<file path="src/rtl/stopwatch_display_driver.sv">
`default_nettype none
// ============================================================================
// Module      : stopwatch_display_driver
// Description : Drives a 4-digit multiplexed seven-segment display (MM.SS)
//               from binary minutes/seconds. Inputs are shadowed once per
//               frame, out-of-range fields show dashes, and the whole display
//               blinks while the finish flag is high.
// Revision    : 1.0 - initial release
// ============================================================================
module stopwatch_display_driver #(
  parameter int SCAN_DIV     = 4,
  parameter int BLINK_DIV    = 16,
  parameter int COMMON_ANODE = 0
) (
  input  logic       clk,
  input  logic       rst_n,
  input  logic [5:0] in_minutes,
  input  logic [5:0] in_seconds,
  input  logic       finish,
  output logic [6:0] seg,
  output logic       dp,
  output logic [3:0] an
);

  localparam int DIV_W   = (SCAN_DIV > 2) ? $clog2(SCAN_DIV) : 1;
  localparam int BLINK_W = (BLINK_DIV > 2) ? $clog2(BLINK_DIV) : 1;
  localparam logic [DIV_W-1:0]   DIV_LAST   = DIV_W'(SCAN_DIV - 1);
  localparam logic [BLINK_W-1:0] BLINK_LAST = BLINK_W'(BLINK_DIV - 1);
  // Output polarity: all-ones mask when the display is common-anode.
  localparam logic POL = (COMMON_ANODE != 0) ? 1'b1 : 1'b0;

  logic [DIV_W-1:0]   div_cnt;
  logic [1:0]         digit_idx;
  logic [5:0]         sh_min;
  logic [5:0]         sh_sec;
  logic               fin_q;
  logic [BLINK_W-1:0] blink_cnt;
  logic               blink_on;

  logic               frame_end;
  logic [5:0]         field;
  logic [5:0]         tens_val;
  logic [5:0]         ones_val;
  logic [5:0]         digit_val;
  logic [6:0]         seg_next;
  logic               dp_next;
  logic [3:0]         an_next;

  assign frame_end = (div_cnt == DIV_LAST) && (digit_idx == 2'd3);

  // Scan timing: each digit stays enabled for SCAN_DIV cycles.
  always_ff @(posedge clk or negedge rst_n) begin
    if (!rst_n) begin
      div_cnt   <= '0;
      digit_idx <= 2'd0;
    end else if (div_cnt == DIV_LAST) begin
      div_cnt   <= '0;
      digit_idx <= digit_idx + 2'd1;
    end else begin
      div_cnt   <= div_cnt + DIV_W'(1);
    end
  end

  // Shadow the inputs at the last cycle of a frame so a frame never tears.
  always_ff @(posedge clk or negedge rst_n) begin
    if (!rst_n) begin
      sh_min <= 6'd0;
      sh_sec <= 6'd0;
    end else if (frame_end) begin
      sh_min <= in_minutes;
      sh_sec <= in_seconds;
    end
  end

  // Blink phase generator; a blink sequence always begins in the ON phase.
  always_ff @(posedge clk or negedge rst_n) begin
    if (!rst_n) begin
      fin_q     <= 1'b0;
      blink_cnt <= '0;
      blink_on  <= 1'b1;
    end else begin
      fin_q <= finish;
      if (!fin_q) begin
        blink_cnt <= '0;
        blink_on  <= 1'b1;
      end else if (blink_cnt == BLINK_LAST) begin
        blink_cnt <= '0;
        blink_on  <= ~blink_on;
      end else begin
        blink_cnt <= blink_cnt + BLINK_W'(1);
      end
    end
  end

  // Select the field for the current digit, convert to BCD and encode.
  always_comb begin
    field     = digit_idx[1] ? sh_min : sh_sec;
    tens_val  = field / 6'd10;
    ones_val  = field % 6'd10;
    digit_val = digit_idx[0] ? tens_val : ones_val;
    case (digit_val)
      6'd0:    seg_next = 7'h3F;
      6'd1:    seg_next = 7'h06;
      6'd2:    seg_next = 7'h5B;
      6'd3:    seg_next = 7'h4F;
      6'd4:    seg_next = 7'h66;
      6'd5:    seg_next = 7'h6D;
      6'd6:    seg_next = 7'h7D;
      6'd7:    seg_next = 7'h07;
      6'd8:    seg_next = 7'h7F;
      6'd9:    seg_next = 7'h6F;
      default: seg_next = 7'h40;
    endcase
    // A field above 59 shows dashes on both of its digits.
    if (field > 6'd59) begin
      seg_next = 7'h40;
    end
    an_next = 4'b0001 << digit_idx;
    dp_next = (digit_idx == 2'd2);
    if (!blink_on) begin
      seg_next = 7'h00;
      an_next  = 4'b0000;
      dp_next  = 1'b0;
    end
  end

  // Output register; polarity inversion for common-anode is applied here.
  always_ff @(posedge clk or negedge rst_n) begin
    if (!rst_n) begin
      seg <= {7{POL}};
      dp  <= POL;
      an  <= {4{POL}};
    end else begin
      seg <= seg_next ^ {7{POL}};
      dp  <= dp_next ^ POL;
      an  <= an_next ^ {4{POL}};
    end
  end

endmodule
`default_nettype wire

</file>
<file path="config.mk">
export PLATFORM = sky130hd
export DESIGN_NAME = stopwatch_display_driver
export DESIGN_NICKNAME = d
export VERILOG_FILES = /design/src/rtl/stopwatch_display_driver.sv
export SDC_FILE = /design/constraint.sdc
export NUM_CORES = 1
export LEC_CHECK = 0
export BUFFER_PORTS_ARGS = -buffer_cell sky130_fd_sc_hd__buf_2
export CORE_MARGIN = 4
export CORE_UTILIZATION = 45
export DETAILED_ROUTE_END_ITERATION = 10
export GPL_TIMING_DRIVEN = 0
export PLACE_DENSITY = 0.67
export SYNTH_ARGS = -nofsm -noshare
export SYNTH_HDL_FRONTEND = slang
export SYNTH_SLANG_ARGS = --single-unit
</file>
<file path="constraint.sdc">
create_clock -name clk -period 3 [get_ports clk]
set_input_delay 0.3 -clock clk [delete_from_list [all_inputs] [get_ports clk]]
set_output_delay 0.3 -clock clk [all_outputs]
set_load 0.02 [all_outputs]
</file>
# Yosys cells after proc, flatten, opt, wreduce, memory -nomap -nowiden
# Memories as Yosys holds them, arrays and structs flattened.
# Cells that the tools add are included.
# word_totals
reg_bits,34
romBits,112
input_bits,15
output_inout_bits,12
elab_cells,38
n_memories,1
# mem_list
memory,depth,width,read_ports,rd_ports_with_merged_regs,wr,line,source
(name not given),16,7,1,0,0,101,case (digit_val)
# classes
addsub,3
n_div,2
magnitude_cmp,1
eq_ne,5
shifts,1
muxes,12
bitwise,1
n_reduce_logical,2
# op_table
operator,count
$mux W7,3
$mux W4,3
$mux W6,2
$div A6 B4 Y6 const B,1
$eq A2 B2 Y1 const B,3
$gt A6 B6 Y1 const B,1
$mod A6 B4 Y6 const B,1
$add A2 B1 Y2 const B,2
$add A4 B1 Y4 const B,1
$eq A4 B4 Y1 const B,1
$shl A1 B2 Y4 const A,1
$mux W1,3
$logic_not A2 Y1,1
$mux W2,1
$ne A2 B1 Y1 const B,1
$logic_and A1 B1 Y1,1
$not A1 Y1,1

# Logic depth before layout (Yosys ltp)
# depth
ltp_word,7
depth_mapped,15
depth_no_buf,13

# Least setup slack after synthesis
# No wires, ideal clock.
# synth_path
path_kind,register to register
from,register digit_idx[1]
to,register seg[5]
setup_time_ps,124
t_arrival_ps,3058
t_required_ps,2876
slack_ps,-182
stages_incl_launch_ff,16
path_buffers,2
synth_period_minus_slack_ps,3182
path_cell_list,dfrtp_1 buf_6 mux2_4 clkinv_4 ha_1 nor2b_1 o211ai_2 a21boi_1 a311o_1 buf_6 nor4_1 or3_4 inv_2 ha_1 nor3b_1 a211o_1
# synth_between
elab_chain_len,7
elab_cells_between_ends,10
classes_between,div (2); order compare (1); mux (5); reduce/logical (1); memory (1)
# synth_rtl
item,line,source
start: declaration,33,logic [1:0] digit_idx;
start signal: assignment,58,digit_idx <= digit_idx + 2'd1;
$mux W6 *,97,field = digit_idx[1] ? sh_min : sh_sec;
$mod A6 B4 Y6 / $div A6 B4 Y6 (equally long branches),"99, 98",
$mux W6,100,digit_val = digit_idx[0] ? tens_val : ones_val;
$mem_v2 Z16 W7 / $logic_not A2 Y1 (equally long branches),-,
$mux W7,101,
$mux W7 *,115,if (field > 6'd59) begin
$mux W7 *,120,if (!blink_on) begin
via seg_next[5],45,logic [6:0] seg_next;
end signal: assignment,130,seg <= {7{POL}};
end signal: assignment,134,seg <= seg_next ^ {7{POL}};
end: declaration,20,"output logic [6:0] seg,"
# The timed path passes the listed nets; every way through them passes the cells marked *.
# A chain may end at the register's enable or synchronous reset.

# Worst setup path in the final report
# layout_path
from,register digit_idx[1]
to,register seg[1]
# The elaborated chain is that of the path after synthesis.

==> results.txt <==
outcome: completed
WL final: 4570 um
full die area: 5570 um^2
Max Slew Vio Count: 0
Ys Warns: 0
initial antenna violation count: 0
hold_buf cts: 0
Yosys cell types: 54
WS Path Type: flip-flop to flip-flop
Top Usage Layer GRT: met2
delay-heaviest family, CP: compound AO/OA/AOI/OAI gates
fin crit share: 0.992
FF-to-FF Start: digit_idx[1]
FF+latch count, synth: 33
final-stage net count: 257
Hold WS: 0.0691 ns
router iterations before antenna repair: 4
Die X: 74.7 um
dominant synthesized flop cell: dfrtp_1
io pins: 27
met3 Use GR: 0.0441
clk_lat worst skew: 0.29 ns
sequential-to-total area share from yosys stat: 0.414
Antenna Nets Post-Route: 0
asr flop ratio synth: 1.00
Worst path most repeated cell: buf_6
peak supply drop: 459 uV
Worst R2R End: seg[1]
DR vias/cell: 5.62
diodes inserted: 0
grt total ovfl: 0
Final min period: 2.98 ns
GP Congestion: 0.815
CP max FO: 6
global routing usage on met1: 0.231
std cell rows: 23
setup slack, reg-to-reg: 0.02 ns
Fin. Hold Viols: 0
DR iter-0 viols: 50
clock root buffer: clkbuf_8
CP required: 3.15 ns
Post-Synthesis Cell Area: 2000 um^2
Starting Density: 0.482
worst-case clock buffer depth: 2
max_slew headroom: 0.514
fraction of layout cells with a size suffix above 1: 0.459
Clock Skew: 0.00768 ns
first-pass GRT wire length: 7750 um
delay of the slowest critical-path stage: 0.46 ns
number of synthesized flops with an enable pin: 0
actual slew at the worst max-slew pin: 0.729 ns
CTS tree: done
met2 Use GR: 0.300
MaxCap Viol Count: 0
Synth Instances: 180
largest net degree at the start of global routing: 34
worst hold path class: input port to async pin
H-tree levels: 2
detailed-route via count: 1580
# clock sinks: 33
Leak: 1.17 nW
Syn Area/Cell: 11.1 um^2
RSZ-0062 raised after global routing: yes
area growth from synthesis to layout: 29.3%
Syn Nets: 207
clock transition at the registers of the reported paths: 0.07 ns
cells along the critical path: mux2_4 > clkinv_4 > ha_4 > nor2b_4 > o211ai_2 > a21boi_1 > a311o_1 > buf_6 > buf_6 > o21ai_2 > a31oi_2 > buf_6 > buf_12 > buf_6 > o21bai_1 > a21oi_1
Final Util: 0.624
WP buf/inv: 6
GR Util All Layers: 0.185
CP arrival: 3.13 ns
Register-to-Register Path Depth: 16
Port Buf Inserts: 26
DRC viols: 0
DP HPWL: 3030 um
WP depth: 16
Die H: 74.7 um
Highest Clock Rate: 336 MHz
Final setup violation count: 0
Critical Path Start Type: flip-flop
number of global-route vias before repair: 1625
WL/cell: 16.3 um
Cell Pwr Density: 479 nW/um^2
slowest cell on the critical path: dfrtp_2
CTS Buf Count: 5
CP endpoint kind: flip-flop
area of the core: 4140 um^2
## where the power goes
group / internal [mW] / switching [mW] / total (mW)
combinational: 0.146 / 0.167 / 0.314
sequential: 0.478 / 0.0143 / 0.492
clock: 0.271 / 0.162 / 0.432
## cell usage after synthesis, types with 2 or more instances
cell type | count | share of area
dfrtp_1 | 32 | 0.40
mux2_2 | 13 | 0.073
ha_1 | 12 | 0.075
nand2_1 | 12 | 0.023
nor2_1 | 9 | 0.017
a21oi_1 | 6 | 0.015
inv_1 | 6 | 0.011
a21o_1 | 5 | 0.019
and2_1 | 5 | 0.016
nand2b_1 | 5 | 0.016
nor3_1 | 5 | 0.013
mux2_4 | 4 | 0.030
o21ai_0 | 4 | 0.010
buf_6 | 3 | 0.017
clkbuf_1 | 3 | 0.0056
mux2i_1 | 3 | 0.015
nor2b_1 | 3 | 0.0094
nor3b_1 | 3 | 0.011
o21ai_1 | 3 | 0.0075
a211o_1 | 2 | 0.0088
a31oi_1 | 2 | 0.0063
buf_4 | 2 | 0.0075
clkinv_4 | 2 | 0.0088
nand3_1 | 2 | 0.0050
nor4_1 | 2 | 0.0063
o21ai_2 | 2 | 0.0088
o32ai_1 | 2 | 0.0088
xor2_1 | 2 | 0.0088
## registers in the layout (all words and copies together), names as in the netlist
signal	cells
blink_cnt	4
sh_sec	6
sh_min	6
fin_q	1
div_cnt	2
an	4
blink_on	1
digit_idx	2
seg	7
## layout make-up
| class | count | area [um^2] |
|---|---|---|
| buffer | 7 | 52.6 |
| clock buffer | 7 | 86.3 |
| clock inverter | 1 | 30.0 |
| fill | 350 | 1560 |
| inverter | 9 | 46.3 |
| multi-input combinational | 130 | 1190 |
| sequential | 33 | 828 |
| tap | 50 | 62.6 |
| timing repair buffer | 44 | 287 |
## cells in the final DEF, fill, tap and decap left out, drive strengths merged, types with 3 or more instances in the layout
master	n
nand2	13
nor2b	3
buf	47
and2	5
a21o	5
nor3	5
inv	7
o32ai	3
dfrtp	32
clkbuf	11
mux2i	4
ha	12
mux2	17
o21ai	9
nor3b	3
nor2	9
nand2b	5
a31oi	3
a21oi	7
## metrics by stage
step                      std cells  TNS [ns]  setup WS [ns]  instance area, um^2  power [mW]
after floorplan                 180   -0.0336        -0.0131                 2060       0.681
after global placement          256     -1.00         -0.193                 2250       0.741
after detailed placement        256     -1.36         -0.248                 2250       0.754
after CTS                       274   -0.0117        -0.0117                 2470        1.21
after global routing            281    -0.416        -0.0911                 2590        1.30
final                           281         0         0.0244                 2590        1.24
## routing by layer
metal / up-vias / routed length [um]
li1: 745 / -
met1: 786 / 1960
met2: 37 / 2330
met3: 12 / 149
met4: 0 / 140
met5: - / 0
## how the worst max path moves through the flow
stage	from	to	slack [ns]
6_report	digit_idx[1]	seg[1]	0.02
5_1_grt	digit_idx[1]	seg[5]	-0.09
4_1_cts	digit_idx[1]	seg[5]	-0.01
3_5_place_dp	digit_idx[1]	seg[5]	-0.25
3_3_place_gp	digit_idx[1]	seg[5]	-0.19
2_1_floorplan	digit_idx[1]	seg[3]	-0.01
## timing repair
| action | CTS | global route |
|---|---|---|
| pin swaps | 5 | 6 |
| setup buffers | 10 | 8 |
| resized for setup | 7 | 13 |
| endpoints found under the setup margin | 7 | 7 |
## logic make-up (layout without fill, tap and decap cells)
logic type / after synthesis / count (layout) / synth area share
AOI/OAI and AO/OA: 43 / 43 / 0.181
xor gates and xnor gates: 3 / 3 / 0.0131
adders and majority gates: 12 / 12 / 0.0751
buffers and inverters: 17 / 68 / 0.0519
DFF: 33 / 33 / 0.414
muxes: 21 / 21 / 0.130
and+or+nand+nor: 51 / 51 / 0.136
## worst register-to-register path, delay by kind of cell (launching register included)
family                   cells  cell delay (ns)
AO/OA/AOI/OAI                7             0.99
adder cells (fa/ha/maj)      1             0.19
AND/OR/NAND/NOR              1             0.12
multiplexers                 1             0.35
flip-flops                   1             0.46
buffers and inverters        6             0.71
No activity file was read; power rests on OpenSTA's default activity.
